## config.mk

```make
export PLATFORM = sky130hd
export DESIGN_NAME = excp_ctrl_seq
export DESIGN_NICKNAME = d
export VERILOG_FILES = /design/src/rtl/excp_pkg.sv /design/src/rtl/excp_prio_enc.sv /design/src/rtl/excp_ctrl_seq.sv
export SDC_FILE = /design/constraint.sdc
export NUM_CORES = 1
export LEC_CHECK = 0
export ABC_AREA = 1
export BUFFER_PORTS_ARGS = -buffer_cell sky130_fd_sc_hd__clkbuf_2
export CAP_MARGIN = 5
export CORE_ASPECT_RATIO = 1.2
export CORE_MARGIN = 2
export CORE_UTILIZATION = 42
export DETAILED_ROUTE_END_ITERATION = 8
export GPL_ROUTABILITY_DRIVEN = 0
export PLACE_DENSITY = 0.74
export SLEW_MARGIN = 20
export SYNTH_ARGS = -nofsm -noshare
export SYNTH_HDL_FRONTEND = slang
export SYNTH_SLANG_ARGS = --single-unit
```

## constraint.sdc

```tcl
create_clock -name clk -period 1.76 [get_ports clk]
set_clock_uncertainty 0.15 [all_clocks]
set_input_delay 0.352 -clock clk [delete_from_list [all_inputs] [get_ports clk]]
set_output_delay 0.352 -clock clk [all_outputs]
set_load 0.03 [all_outputs]
```

## src/rtl/excp_pkg.sv

```systemverilog
// -----------------------------------------------------------------------------
// excp_pkg
// Shared definitions for the exception sequencer:
//   - state_t      : sequencer state encoding (IDLE/SAVE/WAIT/LOAD, 2 bits)
//   - CAUSE_*      : cause indices; a lower index means a higher priority
//   - VEC_BASE_DEFAULT : byte address of the cause-0 handler vector
//   - CNT_WIDTH    : width of the memory wait counter (MEM_WAIT is 1..15)
//   - cause_width(): width of a cause index, never less than one bit
// No ports (package).
// -----------------------------------------------------------------------------
package excp_pkg;

   typedef enum logic [1:0] {
      IDLE = 2'd0,
      SAVE = 2'd1,
      WAIT = 2'd2,
      LOAD = 2'd3
   } state_t;

   localparam int CAUSE_OPCODE     = 0;
   localparam int CAUSE_OVF        = 1;
   localparam int CAUSE_DIV0       = 2;

   localparam int VEC_BASE_DEFAULT = 253;

   localparam int CNT_WIDTH        = 4;

   function automatic int cause_width(input int n);
      return (n > 1) ? $clog2(n) : 1;
   endfunction

endpackage

```

## src/rtl/excp_prio_enc.sv

```systemverilog
// -----------------------------------------------------------------------------
// excp_prio_enc
// Parametrised priority encoder. Reports the lowest set bit of req, since
// index 0 is the highest-priority exception source.
// Ports:
//   req   in  [N-1:0]   request vector
//   idx   out [IW-1:0]  index of the lowest set bit (0 when none set)
//   valid out 1         at least one bit of req is set
// -----------------------------------------------------------------------------
module excp_prio_enc
   import excp_pkg::*;
#(
   parameter  int N  = 3,
   localparam int IW = cause_width(N)
) (
   input  logic [N-1:0]  req,
   output logic [IW-1:0] idx,
   output logic          valid
);

   always_comb begin
      idx   = '0;
      valid = |req;
      // Scan from the top down so the lowest set index is the last to win.
      for (int i = N - 1; i >= 0; i--) begin
         if (req[i]) begin
            idx = IW'(i);
         end
      end
   end

endmodule

```

## src/rtl/excp_ctrl_seq.sv

```systemverilog
// -----------------------------------------------------------------------------
// excp_ctrl_seq
// Exception sequencer for the multicycle MIPS core. On an exception request it
// saves EPC = PC - 4, reads a one-byte handler vector at VEC_BASE + cause and
// loads PC with that byte zero-extended. Latency from the request edge to the
// PC load is MEM_WAIT + 2 cycles.
//
// Optional feature macro: EXCP_NEST_EN
//   defined   : requests arriving while busy (and same-cycle lower-priority
//               losers) are held in a pending register and serviced back to
//               back, chaining LOAD straight into SAVE.
//   undefined : such requests are dropped.
//
// Ports:
//   clk         in  1           system clock, rising edge
//   reset       in  1           synchronous active-high reset, dominates all
//   excp_req    in  NUM_CAUSES  one bit per cause, level sampled
//   pc_in       in  PC_WIDTH    current (already incremented) PC
//   mem_data    in  8           memory read byte
//   mem_addr    out PC_WIDTH    vector address, 0 when not reading
//   mem_rd      out 1           vector read in progress
//   epc_out     out PC_WIDTH    captured PC - 4
//   epc_write   out 1           one-cycle EPC load strobe
//   pc_out      out PC_WIDTH    zero-extended mem_data during LOAD
//   pc_write    out 1           one-cycle PC load strobe
//   busy        out 1           high in every state except IDLE
//   done        out 1           one-cycle pulse with pc_write
//   cause_code  out CW          index of the last serviced cause (sticky)
// -----------------------------------------------------------------------------
module excp_ctrl_seq
   import excp_pkg::*;
#(
   parameter  int NUM_CAUSES = 3,
   parameter  int MEM_WAIT   = 2,
   parameter  int VEC_BASE   = VEC_BASE_DEFAULT,
   parameter  int PC_WIDTH   = 32,
   localparam int CW         = cause_width(NUM_CAUSES)
) (
   input  logic                  clk,
   input  logic                  reset,
   input  logic [NUM_CAUSES-1:0] excp_req,
   input  logic [PC_WIDTH-1:0]   pc_in,
   input  logic [7:0]            mem_data,
   output logic [PC_WIDTH-1:0]   mem_addr,
   output logic                  mem_rd,
   output logic [PC_WIDTH-1:0]   epc_out,
   output logic                  epc_write,
   output logic [PC_WIDTH-1:0]   pc_out,
   output logic                  pc_write,
   output logic                  busy,
   output logic                  done,
   output logic [CW-1:0]         cause_code
);

   state_t                 state_reg,     state_next;
   logic [CW-1:0]          cause_reg,     cause_next;
   logic [PC_WIDTH-1:0]    pc_cap_reg,    pc_cap_next;
   logic                   epc_valid_reg, epc_valid_next;
   logic [CNT_WIDTH-1:0]   cnt_reg,       cnt_next;

   logic [NUM_CAUSES-1:0]  enc_in;
   logic [CW-1:0]          enc_idx;
   logic                   enc_valid;
   logic [PC_WIDTH-1:0]    vec_addr;

`ifdef EXCP_NEST_EN
   logic [NUM_CAUSES-1:0]  pend_reg, pend_next;
   logic [NUM_CAUSES-1:0]  win_mask;
`endif

   // ---------------------------------------------------------------------
   // Single shared priority encoder: looks at the live request in IDLE and,
   // when nesting is enabled, at pending plus live requests otherwise.
   // ---------------------------------------------------------------------
`ifdef EXCP_NEST_EN
   assign enc_in   = (state_reg == IDLE) ? excp_req : (pend_reg | excp_req);
   assign win_mask = NUM_CAUSES'(1) << enc_idx;
`else
   assign enc_in   = excp_req;
`endif

   excp_prio_enc #(
      .N     (NUM_CAUSES)
   ) u_prio_enc (
      .req   (enc_in),
      .idx   (enc_idx),
      .valid (enc_valid)
   );

   assign vec_addr = PC_WIDTH'(VEC_BASE) + PC_WIDTH'(cause_reg);

   // ---------------------------------------------------------------------
   // State and datapath registers
   // ---------------------------------------------------------------------
   always_ff @(posedge clk) begin
      if (reset) begin
         state_reg     <= IDLE;
         cause_reg     <= '0;
         pc_cap_reg    <= '0;
         epc_valid_reg <= 1'b0;
         cnt_reg       <= '0;
`ifdef EXCP_NEST_EN
         pend_reg      <= '0;
`endif
      end else begin
         state_reg     <= state_next;
         cause_reg     <= cause_next;
         pc_cap_reg    <= pc_cap_next;
         epc_valid_reg <= epc_valid_next;
         cnt_reg       <= cnt_next;
`ifdef EXCP_NEST_EN
         pend_reg      <= pend_next;
`endif
      end
   end

   // ---------------------------------------------------------------------
   // Next-state logic
   // ---------------------------------------------------------------------
   always_comb begin
      state_next     = state_reg;
      cause_next     = cause_reg;
      pc_cap_next    = pc_cap_reg;
      epc_valid_next = epc_valid_reg;
      cnt_next       = cnt_reg;
`ifdef EXCP_NEST_EN
      pend_next      = pend_reg;
`endif

      case (state_reg)
         IDLE: begin
            if (enc_valid) begin
               state_next  = SAVE;
               cause_next  = enc_idx;
               pc_cap_next = pc_in;
`ifdef EXCP_NEST_EN
               // Lower-priority bits raised alongside the winner wait their turn.
               pend_next   = pend_reg | (excp_req & ~win_mask);
`endif
            end
         end

         SAVE: begin
            epc_valid_next = 1'b1;
            cnt_next       = CNT_WIDTH'(MEM_WAIT);
            state_next     = WAIT;
`ifdef EXCP_NEST_EN
            pend_next      = pend_reg | excp_req;
`endif
         end

         WAIT: begin
            cnt_next = cnt_reg - 1'b1;
            // "<= 1" rather than "== 1" so an out-of-range zero cannot stall here.
            if (cnt_reg <= CNT_WIDTH'(1)) begin
               state_next = LOAD;
            end
`ifdef EXCP_NEST_EN
            pend_next = pend_reg | excp_req;
`endif
         end

         LOAD: begin
            state_next = IDLE;
`ifdef EXCP_NEST_EN
            if (enc_valid) begin
               // Chain into the next handler; its EPC is the handler address
               // being loaded right now.
               state_next  = SAVE;
               cause_next  = enc_idx;
               pc_cap_next = PC_WIDTH'(mem_data);
               pend_next   = enc_in & ~win_mask;
            end
`endif
         end

         default: begin
            state_next = IDLE;
         end
      endcase
   end

   // ---------------------------------------------------------------------
   // Moore outputs; pc_out alone follows mem_data combinationally in LOAD.
   // ---------------------------------------------------------------------
   always_comb begin
      mem_addr   = '0;
      mem_rd     = 1'b0;
      epc_write  = 1'b0;
      pc_out     = '0;
      pc_write   = 1'b0;
      done       = 1'b0;
      busy       = (state_reg != IDLE);
      cause_code = cause_reg;
      // epc_out holds between sequences; it reads 0 until the first SAVE.
      epc_out    = epc_valid_reg ? (pc_cap_reg - PC_WIDTH'(4)) : '0;

      case (state_reg)
         SAVE: begin
            epc_write = 1'b1;
            epc_out   = pc_cap_reg - PC_WIDTH'(4);
         end
         WAIT: begin
            mem_rd   = 1'b1;
            mem_addr = vec_addr;
         end
         LOAD: begin
            mem_rd   = 1'b1;
            mem_addr = vec_addr;
            pc_write = 1'b1;
            done     = 1'b1;
            pc_out   = PC_WIDTH'(mem_data);
         end
         default: begin
         end
      endcase
   end

endmodule

```

==> flow_metrics.tcl, run 1 <==
set metrics [dict create \
    synth_xor_area_share_pct 0.292 \
    ctsLongestPathBuffers 2 \
    status "finished, violations left" \
    antenna_found_initial 0 \
    ant_nets 0 \
    synth_compound_area_share_pct 17.9 \
    dpl-instance-area_um2 4020 \
    syn_area_per_cell_um2 6.43 \
    finalMaxSlewViolations 0 \
    synth.mux.area_fraction_pct 0 \
    grt_setup_unrepaired "yes" \
    rrSetupSlack_ns -0.03 \
    syn-cell-area_um2 3000 \
    fin_crit_ns 2.41 \
    grt_max_degree 37 \
    max_cap_viol_count 0 \
    ys.warnings.count 0 \
    wl_per_cell_um 19.3 \
    peakVddDrop_mv 1.39 \
    dp_hpwl_mm 6.60 \
    cts_root_buf "clkbuf_8" \
    synth_area_leaders "dfxtp_1, buf_4, a21oi_1" \
    first_pass_iters 4 \
    hold_violations 0 \
    fin_cells 730 \
    synth_top_area_cell "dfxtp_1" \
    synth_top_family_by_area "simple AND/OR/NAND/NOR gates" \
    start_kind "flip-flop" \
    core_um2 6900 \
    vias 3948 \
    setup_viol_count_final 56 \
    critPathMaxStageDelay_ns 0.36 \
    dp.cells 687 \
    die_w_um 81.1 \
    tritoncts "done" \
    clkTransAtPathRegs_ns 0.10 \
    grt_use_total_pct 28.6 \
    synth_fa_ha_area_share_pct 3.34 \
    layout-drive-gt1-share_pct 58.3 \
    worstPathCellList "nor2_1 > nand2_2 > nor2_4 > nand4_1 > nor2_1 > nor2_4 > buf_8" \
    yosysSeqAreaShare_pct 27.4 \
    period_share_pct 137 \
    ys_seq_elements 41 \
    timing.fmax_ghz 0.416 \
    synth.top_cell.area_share_pct 27.4 \
    diodes 0 \
    io_pins 148 \
    arrival_ns 1.90 \
    dieArea_um2 7830 \
    power_per_cell_area_nw_per_um2 2240 \
    die_h_um 96.6 \
    cts_buffers 5 \
    synth.distinct_cells 28 \
    drc 0 \
    grt_overflow 0 \
    drt-initial-drc-count 285 \
    yosys.area_share.simple_pct 28.0 \
    largest_reg_flops 32 \
    io_buffers 100 \
    nets 695 \
    worstSetupPathType "reg2out" \
    min_path_type "in2reg" \
    finalWirelength_mm 14.1 \
    cellLeakagePower_uw 0.00258 \
    final_area_um2 5590 \
    htreeDepth 2 \
    violations "setup timing" \
    area_growth_pct 86.4 \
    crit_slowest_cell "dfxtp_2" \
    crit_required_ns 1.26 \
    clk_latency_ns 0.32 \
    vias_per_cell 5.41 \
    cts.sinks 41 \
    timing.hold.ws_ns 0.147 \
    synth_cells 466 \
    finalWorstSetupSlack_ns -0.645 \
    rows 33 \
    grt_pass1_vias 3742 \
    endpoint_kind "primary output" \
    tns_ns -19.59 \
    grt_pass1_wl_mm 17.4 \
    n_fill_cell 355 \
    initial_core_util_pct 43.5 \
    path_max_fanout 3 \
]
## routing by layer
layer	GRT usage [%]	routed length, um	up-vias
met1	31.1	4820	1864
met2	52.9	7440	266
met3	4.93	927	81
met5	0	0	-
li1	-	-	1737
met4	14.3	889	0
## critical path: cells and delay by family, from the launching register on
| family | cells | cell delay [ns] |
|---|---|---|
| buf+inv | 1 | 0.13 |
| simple gates | 6 | 1.09 |
| flops | 1 | 0.36 |
## timing repair
| action | in CTS | in global routing |
|---|---|---|
| gates cloned | 1 | 1 |
| endpoints found under the setup margin | 51 | 54 |
| hold buffers | 0 | 0 |
| resized for setup | 198 | 135 |
| setup buffers | 15 | 24 |
| pin swaps | 41 | 39 |
## synthesized netlist by cell type
cell type / number
nor2_8: 1
and3_1: 2
nand4_1: 5
a21oi_1: 56
nor2_1: 68
inv_1: 57
nand2_2: 6
nor3_1: 10
ha_1: 8
nor2_4: 2
nor2_2: 11
inv_2: 4
nand3_1: 11
clkbuf_2: 2
nand3b_4: 1
and2_1: 1
o21ai_0: 45
conb_1: 1
xnor2_1: 1
buf_1: 1
nand2_1: 60
o21a_1: 1
buf_4: 53
o21ai_1: 5
clkbuf_1: 7
nand3_4: 2
dfxtp_1: 41
buf_2: 4
## cell families after synthesis
family,after synthesis
and+or+nand+nor,180
buffers and inverters,128
AOI/OAI and AO/OA,107
DFF,41
adders and majority gates,8
xor gates and xnor gates,1
other,1
## path summary, 6_finish.rpt
| path | to | from | cells after the start |
|---|---|---|---|
| min | pc_cap_reg[31]$_SDFFE_PP0P_ | pc_in[31] | 3 |
| min reg2reg | pc_cap_reg[30]$_SDFFE_PP0P_ | pc_cap_reg[30]$_SDFFE_PP0P_ | 2 |
| max reg2reg | pc_cap_reg[27]$_SDFFE_PP0P_ | state_reg[0]$_SDFFE_PP0P_ | 8 |
| max | epc_out[28] | pc_cap_reg[12]$_SDFFE_PP0P_ | 7 |
## metrics by stage
stage | utilization, % | worst slack (ns) | power, uW
CTS | 72.8 | -0.506 | 10100
detailed placement | 58.4 | -0.244 | 7630
global route | 81.0 | -0.751 | 13000
finish | 81.0 | -0.645 | 12500
global placement | 58.4 | -0.186 | 7500
floorplan | - | -0.0554 | 5850
## area by class of cell
class / count / area [um^2] / share of cell area, %
clock buffer: 5 / 68.8 / 1.23
clock inverter: 3 / 25.0 / 0.448
inverter: 61 / 246 / 4.41
multi-input combinational: 343 / 2390 / 42.8
sequential: 41 / 847 / 15.2
tap: 87 / 109 / 1.95
timing repair buffer: 190 / 1900 / 34.0
## report_power, final
part / switching, uW / leakage [uW] / internal, uW / total, uW
logic: 5660 / 0.00219 / 4400 / 10100
clock network: 404 / 0.0000447 / 287 / 691
registers: 422 / 0.000346 / 1330 / 1750
total: 6490 / 0.00258 / 6020 / 12500
## cell usage in the layout (no fill, tap or decap), types with 5 or more instances in the layout
| cell | synthesis | layout |
|---|---|---|
| buf_6 | 0 | 28 |
| a21oi_1 | 56 | 41 |
| dfxtp_2 | 0 | 15 |
| conb_1 | 1 | 47 |
| clkbuf_8 | 0 | 25 |
| inv_4 | 0 | 5 |
| nand3_1 | 11 | 7 |
| buf_8 | 0 | 31 |
| nand2_4 | 0 | 5 |
| o21ai_0 | 45 | 33 |
| nor2_2 | 11 | 21 |
| nor3_1 | 10 | 5 |
| nand4_1 | 5 | 5 |
| ha_4 | 0 | 5 |
| o21ai_4 | 0 | 6 |
| a21oi_2 | 0 | 11 |
| inv_2 | 4 | 11 |
| clkbuf_2 | 2 | 46 |
| nand2_2 | 6 | 30 |
| buf_4 | 53 | 56 |
| nand2_1 | 60 | 30 |
| buf_12 | 0 | 7 |
| nor2_1 | 68 | 24 |
| o21ai_2 | 0 | 10 |
| nor2_4 | 2 | 36 |
| inv_1 | 57 | 44 |
| dfxtp_1 | 41 | 24 |
Power figures use the tool's default switching activity.
==> run 2: changes to the inputs <==
--- a/config.mk
+++ b/config.mk
@@ -5,16 +5,14 @@
 export SDC_FILE = /design/constraint.sdc
 export NUM_CORES = 1
 export LEC_CHECK = 0
-export ABC_AREA = 1
 export BUFFER_PORTS_ARGS = -buffer_cell sky130_fd_sc_hd__clkbuf_2
 export CAP_MARGIN = 5
-export CORE_ASPECT_RATIO = 1.2
+export CORE_ASPECT_RATIO = 0.8
 export CORE_MARGIN = 2
-export CORE_UTILIZATION = 42
+export CORE_UTILIZATION = 41
 export DETAILED_ROUTE_END_ITERATION = 8
 export GPL_ROUTABILITY_DRIVEN = 0
 export PLACE_DENSITY = 0.74
-export SLEW_MARGIN = 20
 export SYNTH_ARGS = -nofsm -noshare
 export SYNTH_HDL_FRONTEND = slang
 export SYNTH_SLANG_ARGS = --single-unit
==> flow_metrics.tcl, run 2 <==
set metrics [dict create \
    synth_area_leaders "dfxtp_1, buf_4, nand2_1" \
    max_cap_viol_count 0 \
    syn-cell-area_um2 2830 \
    finalWorstSetupSlack_ns -1.21 \
    final_area_um2 6050 \
    setup_viol_count_final 90 \
    crit_required_ns 1.26 \
    io_pins 148 \
    layout-drive-gt1-share_pct 67.8 \
    dieArea_um2 7590 \
    finalMaxSlewViolations 0 \
    antenna_found_initial 0 \
    ctsLongestPathBuffers 2 \
    clkTransAtPathRegs_ns 0.10 \
    cts_hold_buf 0 \
    dp.cells 629 \
    nets 651 \
    dpl-instance-area_um2 4240 \
    multiInputGateArea_um2 2590 \
    first_pass_iters 5 \
    synth_top_area_cell "dfxtp_1" \
    synth.distinct_cells 44 \
    die_w_um 96.9 \
    drc 0 \
    synth_cells 388 \
    synth_most_common_cell "nand2_1" \
    synth_edf_count 0 \
    tritoncts "done" \
    drt-initial-drc-count 342 \
    io_buffers 100 \
    grt_pass1_vias 3516 \
    power_per_cell_area_nw_per_um2 2250 \
    largest_reg_flops 32 \
    rr_worst_depth 10 \
    synth.top_cell.area_share_pct 29.0 \
    fin_crit_ns 2.97 \
    rrSetupSlack_ns -0.28 \
    layout_commonest_cell "buf_4" \
    rows 27 \
    htreeDepth 2 \
    grt_max_degree 33 \
    die_h_um 78.3 \
    arrival_ns 2.47 \
    path_max_fanout 4 \
    synthTopCellsByCount "nand2_1, a21oi_1, buf_4" \
    vias 4093 \
    start_kind "flip-flop" \
    core_um2 6790 \
    cts_root_buf "clkbuf_8" \
    n_fill_cell 242 \
    status "finished, violations left" \
    synthArstFlopShare_pct 0 \
    final-seq-area_um2 846 \
    synth_flop_cell "dfxtp_1" \
    endpoint_kind "primary output" \
    fin_cells 686 \
    worstReg2RegStart "state_reg[1]$_SDFFE_PP0P_" \
    most-common-layout-cells "buf_4, buf_8, nand2_1" \
    violations "setup timing" \
    tns_ns -37.56 \
    wl_per_cell_um 23.3 \
    syn_area_per_cell_um2 7.29 \
    ys.warnings.count 0 \
    crit_start "pc_cap_reg[24]$_SDFFE_PP0P_" \
    period_share_pct 169 \
    grt_use_total_pct 29.1 \
    grt_overflow 0 \
    cellLeakagePower_uw 0.00258 \
    dp_hpwl_mm 6.30 \
    diodes 0 \
    min_path_type "in2reg" \
    peakVddDrop_mv 1.28 \
    vias_per_cell 5.97 \
    max_slew_margin_pct 60.4 \
    worst_pin_slew_ns 0.590 \
    cts_buffers 5 \
    ys_seq_elements 41 \
    grt_pass1_wl_mm 17.8 \
    grt_setup_unrepaired "yes" \
    hold_violations 0 \
    worstSetupPathType "reg2out" \
    clk_latency_ns 0.31 \
    cts.sinks 41 \
    ant_nets 0 \
    r2r-end "pc_cap_reg[23]$_SDFFE_PP0P_" \
    area_growth_pct 114 \
    critical_path.endpoint "epc_out[30]" \
    finalWirelength_mm 16.0 \
    initial_core_util_pct 41.7 \
    timing.fmax_ghz 0.337 \
    yosysSeqAreaShare_pct 29.0 \
]
[run 2: cell types whose count changed in the layout (fill, tap and decap cells not counted), sizes merged, moves of 15 or more]
cell    before  now
o21ai       50    7
nor2        82   32
inv         61    9
clkbuf      72   57
buf        123  177
or4          0   16
[run 2: where the power goes]
group | total [uW] | switching, uW | leakage (uW) | internal (uW)
Clock | 833 | 407 | 0.0000543 | 425
Combinational | 11200 | 5870 | 0.00219 | 5370
Sequential | 1540 | 313 | 0.000343 | 1220
Total | 13600 | 6590 | 0.00258 | 7020
[run 2: worst max-delay path, stage by stage (launching register included)]
cell and delay [ns]:
dfxtp_1 0.34, or4_4 0.57, or4_4 0.46, or4_4 0.47, a21oi_4 0.16, buf_8 0.14
[run 2: logic make-up (layout without fill, tap and decap cells)]
group / Yosys count / after routing / synth area share (%)
xor gates and xnor gates: 10 / 10 / 3.09
AOI/OAI and AO/OA: 79 / 79 / 15.8
DFF: 41 / 41 / 29.0
buffers and inverters: 82 / 247 / 18.3
other: 1 / 47 / 0.132
and+or+nand+nor: 165 / 165 / 29.4
adders and majority gates: 8 / 8 / 3.54
muxes: 2 / 2 / 0.752
[run 2: timing repair]
| item | in CTS | in global routing |
|---|---|---|
| resized for setup | 195 | 138 |
| setup endpoints to repair | 52 | 89 |
| pin swaps | 25 | 35 |
| cloned | 1 | 4 |
| buffers inserted | 24 | 27 |
[run 2: area by class of cell]
type,count,area share (%)
clock buffer,5,1.14
clock inverter,3,0.766
tap,87,1.80
multi-input combinational,311,42.9
timing repair buffer,230,38.7
inverter,9,0.724
sequential,41,14.0
[run 2: routing by layer]
layer,global-route usage (%),wire length (um),vias up
met1,32.3,5430,1948
met5,0,0,-
met2,55.1,7830,378
li1,-,-,1639
met3,5.61,1570,128
met4,10.8,1160,0
[run 2: worst min-delay path by stage]
stage,cells past startpoint,from,end
global placement,2,pc_cap_reg[0]$_SDFFE_PP0P_,pc_cap_reg[0]$_SDFFE_PP0P_
floorplan,2,pc_cap_reg[0]$_SDFFE_PP0P_,pc_cap_reg[0]$_SDFFE_PP0P_
global route,3,pc_in[7],pc_cap_reg[7]$_SDFFE_PP0P_
detailed placement,2,pc_cap_reg[1]$_SDFFE_PP0P_,pc_cap_reg[1]$_SDFFE_PP0P_
CTS,3,pc_in[7],pc_cap_reg[7]$_SDFFE_PP0P_
finish,3,pc_in[7],pc_cap_reg[7]$_SDFFE_PP0P_
[run 2: stage by stage]
step	hold WS (ns)	total power, uW	setup slack, ns	utilization (%)
CTS	0.0971	10800	-1.10	79.6
floorplan	0.282	5850	-0.804	-
finish	0.0868	13600	-1.21	89.0
detailed placement	0.296	7920	-0.841	62.4
global route	0.0986	13900	-1.22	89.0
global placement	0.291	7760	-0.822	62.4
